$ cat src/rtl/cpu_mem_defs.sv
// rtl/cpu_mem_defs.sv - shared CPU/data_mem constants and the load/store FSM encoding
package cpu_mem_defs;

  localparam int DATA_W        = 32;
  localparam int ADDR_BITS_DEF = 10;

  typedef enum logic [2:0] {
    IDLE  = 3'd0,
    STORE = 3'd1,
    LOAD  = 3'd2,
    CAPT  = 3'd3,
    RESP  = 3'd4
  } state_t;

endpackage

$ cat src/rtl/sat_counter.sv
// rtl/sat_counter.sv - saturating up-counter, sticks at all-ones
module sat_counter #(
  parameter int W = 16
) (
  input  logic         clk,
  input  logic         reset,
  input  logic         inc,
  output logic [W-1:0] count
);

  always_ff @(posedge clk or posedge reset) begin
    if (reset) begin
      count <= '0;
    end else if (inc && (count != '1)) begin
      count <= count + W'(1);
    end
  end

endmodule

$ cat src/rtl/mem_req_ctrl.sv
// rtl/mem_req_ctrl.sv - single-outstanding load/store initiator in front of data_mem
module mem_req_ctrl
  import cpu_mem_defs::*;
#(
  parameter int ADDR_BITS = ADDR_BITS_DEF,
  parameter int CNT_W     = 16
) (
  input  logic              clk,
  input  logic              reset,
  input  logic              req_valid,
  output logic              req_ready,
  input  logic              req_we,
  input  logic [DATA_W-1:0] req_base,
  input  logic [DATA_W-1:0] req_offset,
  input  logic [DATA_W-1:0] req_wdata,
  output logic              resp_valid,
  input  logic              resp_ready,
  output logic [DATA_W-1:0] resp_rdata,
  output logic              resp_fault,
  output logic              resp_store,
  output logic [DATA_W-1:0] mem_addr,
  output logic [DATA_W-1:0] mem_wrData,
  output logic              mem_rdMem,
  output logic              mem_wrMem,
  input  logic [DATA_W-1:0] mem_rdData,
  output logic [CNT_W-1:0]  ld_count,
  output logic [CNT_W-1:0]  st_count,
  output logic [CNT_W-1:0]  fault_count
);

  localparam logic [DATA_W-1:0] ADDR_MASK = (DATA_W'(1) << ADDR_BITS) - DATA_W'(1);

  state_t            state;
  logic [DATA_W-1:0] ea;
  logic [DATA_W-1:0] ea_addr;
  logic              ea_fault;
  logic              resp_hs;

  // Effective address wraps modulo 2^32; any bit above the memory index faults.
  assign ea       = req_base + req_offset;
  assign ea_addr  = ea & ADDR_MASK;
  assign ea_fault = (ea & ~ADDR_MASK) != '0;
  assign resp_hs  = resp_valid && resp_ready;

  always_ff @(posedge clk or posedge reset) begin
    if (reset) begin
      state      <= IDLE;
      req_ready  <= 1'b0;
      resp_valid <= 1'b0;
      resp_rdata <= '0;
      resp_fault <= 1'b0;
      resp_store <= 1'b0;
      mem_addr   <= '0;
      mem_wrData <= '0;
      mem_rdMem  <= 1'b0;
      mem_wrMem  <= 1'b0;
    end else begin
      mem_rdMem <= 1'b0;
      mem_wrMem <= 1'b0;
      case (state)
        IDLE: begin
          req_ready <= 1'b1;
          if (req_valid && req_ready) begin
            req_ready  <= 1'b0;
            mem_addr   <= ea_addr;
            mem_wrData <= req_wdata;
            resp_rdata <= '0;
            resp_fault <= ea_fault;
            resp_store <= req_we;
            if (ea_fault) begin
              state      <= RESP;
              resp_valid <= 1'b1;
            end else if (req_we) begin
              state     <= STORE;
              mem_wrMem <= 1'b1;
            end else begin
              state     <= LOAD;
              mem_rdMem <= 1'b1;
            end
          end
        end
        STORE: begin
          state      <= RESP;
          resp_valid <= 1'b1;
        end
        LOAD: begin
          state <= CAPT;
        end
        // data_mem's registered read data is valid only in this cycle
        CAPT: begin
          resp_rdata <= mem_rdData;
          state      <= RESP;
          resp_valid <= 1'b1;
        end
        RESP: begin
          if (resp_ready) begin
            resp_valid <= 1'b0;
            req_ready  <= 1'b1;
            state      <= IDLE;
          end
        end
        default: begin
          state <= IDLE;
        end
      endcase
    end
  end

  sat_counter #(.W(CNT_W)) u_ld_cnt (
    .clk   (clk),
    .reset (reset),
    .inc   (resp_hs && !resp_fault && !resp_store),
    .count (ld_count)
  );

  sat_counter #(.W(CNT_W)) u_st_cnt (
    .clk   (clk),
    .reset (reset),
    .inc   (resp_hs && !resp_fault && resp_store),
    .count (st_count)
  );

  sat_counter #(.W(CNT_W)) u_flt_cnt (
    .clk   (clk),
    .reset (reset),
    .inc   (resp_hs && resp_fault),
    .count (fault_count)
  );

endmodule
$ cat config.mk
export PLATFORM = sky130hd
export DESIGN_NAME = mem_req_ctrl
export DESIGN_NICKNAME = d
export VERILOG_FILES = /design/src/rtl/cpu_mem_defs.sv /design/src/rtl/sat_counter.sv /design/src/rtl/mem_req_ctrl.sv
export SDC_FILE = /design/constraint.sdc
export NUM_CORES = 1
export LEC_CHECK = 0
export CORE_MARGIN = 5
export CORE_UTILIZATION = 45
export DETAILED_ROUTE_END_ITERATION = 10
export DONT_BUFFER_PORTS = 1
export PLACE_DENSITY = 0.59
export SLEW_MARGIN = 20
export SYNTH_ARGS = -nofsm -noshare
export SYNTH_HDL_FRONTEND = slang
export SYNTH_HIERARCHICAL = 1
export SYNTH_SLANG_ARGS = --single-unit
$ cat constraint.sdc
create_clock -name clk -period 3.7 [get_ports clk]
set_clock_uncertainty 0.1 [all_clocks]
set_input_delay 0 -clock clk [delete_from_list [all_inputs] [get_ports clk]]
set_output_delay 0 -clock clk [all_outputs]
set_load 0.01 [all_outputs]
==> results.json <==
{
  "outcome": "completed",
  "final_cell_mix": "231 x nand2_1, 131 x dfrtp_1, 91 x dlygate4sd3_1",
  "wl_um": 22500,
  "p_comb_share_pct": 20.9,
  "yosysTopAreaCell": "dfrtp_1",
  "die_area_um2": 20700,
  "p_per_area_nw_per_um2": 508,
  "antenna_left": 0,
  "p_int_w": 0.00319,
  "grt_max_degree": 54,
  "initial_utilization_pct": 45.3,
  "synth-simple-area-share_pct": 26.2,
  "synth_flop_cell": "dfrtp_1",
  "placed_area_um2": 8140,
  "critPathKind": "in -> reg",
  "synthToLayoutAreaGrowth_pct": 20.6,
  "overflow": 0,
  "critPathRequiredTime_ps": 3950,
  "clk_latency_ps": 420,
  "power_frac_seq_pct": 44.3,
  "cts_tree": "yes",
  "setup_viol": 0,
  "synth-edff-count": 0,
  "clkPwrFrac_pct": 34.8,
  "cts-root-buf": "clkbuf_16",
  "cts_max_level": 4,
  "die_w_um": 144,
  "seq_area_frac_synth_pct": 40.7,
  "p_sw_share_pct": 35.2,
  "fillers": 1636,
  "synth-xor-area-share_pct": 5.00,
  "via_count": 6903,
  "rows": 49,
  "firstDrtPassIters": 5,
  "worstPathArrival_ps": 3820,
  "peakVddDrop_v": 0.000402,
  "routed_via_density": 5.55,
  "yosys.area_share.adder_pct": 5.53,
  "async_flop_share_pct": 100,
  "netlist_top_cells_area": "dfrtp_1 41%, nand2_1 11%, ha_1 5.3%",
  "wl_per_cell_um": 18.1,
  "fmax_ghz": 0.280,
  "hpwl_um": 16500,
  "worstPathCellList": "dlygate4sd3_1 -> ha_2 -> inv_1 -> fa_1 -> nand2b_1 -> a21o_1 -> a2111oi_4 -> o31ai_1 -> a2111oi_1 -> a2111oi_1 -> nand4_1 -> nor2_2 -> and2_4 -> o41ai_1 -> dlygate4sd3_1",
  "startpoint_type": "input pin",
  "syn_avg_cell_area_um2": 8.76,
  "path_max_fanout": 5,
  "clkTransAtPathRegs_ps": 60,
  "hold_viol_final": 0,
  "grt_pass1_vias": 6852,
  "power_leakage_nw": 4.31,
  "grt_pass1_wl_um": 35600,
  "drc_errors": 0,
  "fin_crit_ps": 3570,
  "antenna_found_initial": 2,
  "gp_congestion": 0.836,
  "coreArea_um2": 17800,
  "yosys.area.top_type_share_pct": 40.7,
  "tightestPinTransition_ps": 937,
  "p_switching_w": 0.00173,
  "cts_buffers": 17,
  "rsz0062_at_grt": "no",
  "ys_ff_latch": 131,
  "fp.dieH_um": 144,
  "finish.instance_area_um2": 9710,
  "synthCells": 919,
  "slowest_stage": "dlygate4sd3_1",
  "power.total_w": 0.00493,
  "drt-initial-drc-count": 319,
  "drive_gt1_share_pct": 9.18,
  "max_stage_delay_ps": 590,
  "fin_crit_sh_pct": 96.4,
  "grt_usage_pct": 21.4,
  "io_pins": 283,
  "hp-class": "in -> reg",
  "regArea_um2": 3280,
  "layout.nets": 1168,
  "netlist_area_um2": 8050,
  "multi_input_area_um2": 4520,
  "slew_viol_final": 0,
  "synth_top_family_by_area": "simple AND/OR/NAND/NOR gates",
  "layout_commonest_cell": "nand2_1",
  "worst_setup_path_end_kind": "flip-flop",
  "synth_mux_area_share_pct": 1.21,
  "tns_ps": 0,
  "synth_warnings": 6,
  "clock_path_buffers": 2,
  "synth-compound-area-share_pct": 16.6,
  "port_buffers": 0,
  "hold-worst-slack_ps": 26.3,
  "cts_sinks": 131,
  "maxCapViolations": 0,
  "synth_cell_types": 82,
  "slew_headroom_pct": 37.5
}
-- synthesized netlist by cell type (16+ instances only) --
cell type and instances:
nand2_1 231, dfrtp_1 131, o21ai_0 63, a21oi_1 47
nor2_1 36, xnor2_1 36, ha_1 34, nand3_1 28
nand4_1 28, clkbuf_1 25, buf_4 22, and3_1 18
inv_1 16
-- layout make-up --
cell class	instances	share of cell area [%]
multi-input combinational	738	46.6
tap	229	2.95
inverter	16	0.631
sequential	131	33.8
clock inverter	12	1.47
antenna	1	0.0258
clock buffer	20	4.81
timing repair buffer	96	9.77
-- repair_timing --
action	in CTS	in global routing
hold buffers	91	0
resized for setup	0	7
buffers inserted	0	1
endpoints found under the hold margin	179	0
setup endpoints to repair	0	1
-- power by group through the flow --
stage               sequential, W  clock, W  combinational [W]
global route              0.00223   0.00182            0.00117
floorplan                 0.00207         0           0.000760
finish                    0.00218   0.00172            0.00103
global placement          0.00221         0           0.000899
CTS                       0.00219   0.00176            0.00102
detailed placement        0.00222         0           0.000919
-- state kept, by name, indices dropped and copies added (netlist names) --
name and count:
u_ld_cnt/count 16, resp_rdata 32, resp_fault 1, mem_wrData 32
req_ready 1, mem_addr 10, u_st_cnt/count 16, mem_rdMem 1
state 3, mem_wrMem 1, resp_store 1, resp_valid 1
u_flt_cnt/count 16
-- metrics by stage --
step | utilization (%) | instances | worst slack, ps
finish | 54.6 | 1243 | 134
CTS | 54.3 | 1241 | 53.0
floorplan | - | 940 | 1080
global placement | 45.8 | 1118 | 729
detailed placement | 45.8 | 1118 | 651
global route | 54.6 | 1243 | 8.49
-- cells by family (layout without fill, tap and decap cells) --
logic type | Yosys count | after routing
AO/OA/AOI/OAI | 204 | 204
other | 1 | 23
XOR/XNOR | 46 | 46
flip-flops | 131 | 131
buffers and inverters | 71 | 144
multiplexers | 9 | 9
AND/OR/NAND/NOR | 422 | 422
adder cells (fa/ha/maj) | 35 | 35
-- worst max-delay path, delay by kind of cell --
kind | cells | cell delay [ps]
simple gates | 4 | 540
buf+inv | 3 | 1190
fa+ha+maj | 2 | 600
compound gates | 6 | 1500
-- routing by layer --
layer	global-route usage, %	vias up	share of wire [%]
met4	7.09	2	2.2
met2	36.0	206	50
li1	-	3395	-
met1	26.4	3263	41
met5	0	-	0.058
met3	6.22	37	6.7
-- path summary, 6_finish.rpt --
path                                       startpoint  slack (ps)                              to  depth (start not counted)
max in group asynchronous                       reset        2370         mem_addr[5]$_DFFE_PP0P_                          3
setup reg to reg               resp_valid$_DFFE_PP0P_        1260  u_st_cnt/count[14]$_DFFE_PP0P_                          6
hold reg to reg            mem_wrData[10]$_DFFE_PP0P_         460      mem_wrData[10]$_DFFE_PP0P_                          2
setup / recovery                        req_offset[0]         130            state[2]$_DFFE_PP0P_                         15
hold / removal                            req_base[2]          30         mem_addr[3]$_DFFE_PP0P_                          4
min in group asynchronous                       reset         110   u_ld_cnt/count[6]$_DFFE_PP0P_                          2
Power figures use the tool's default switching activity.
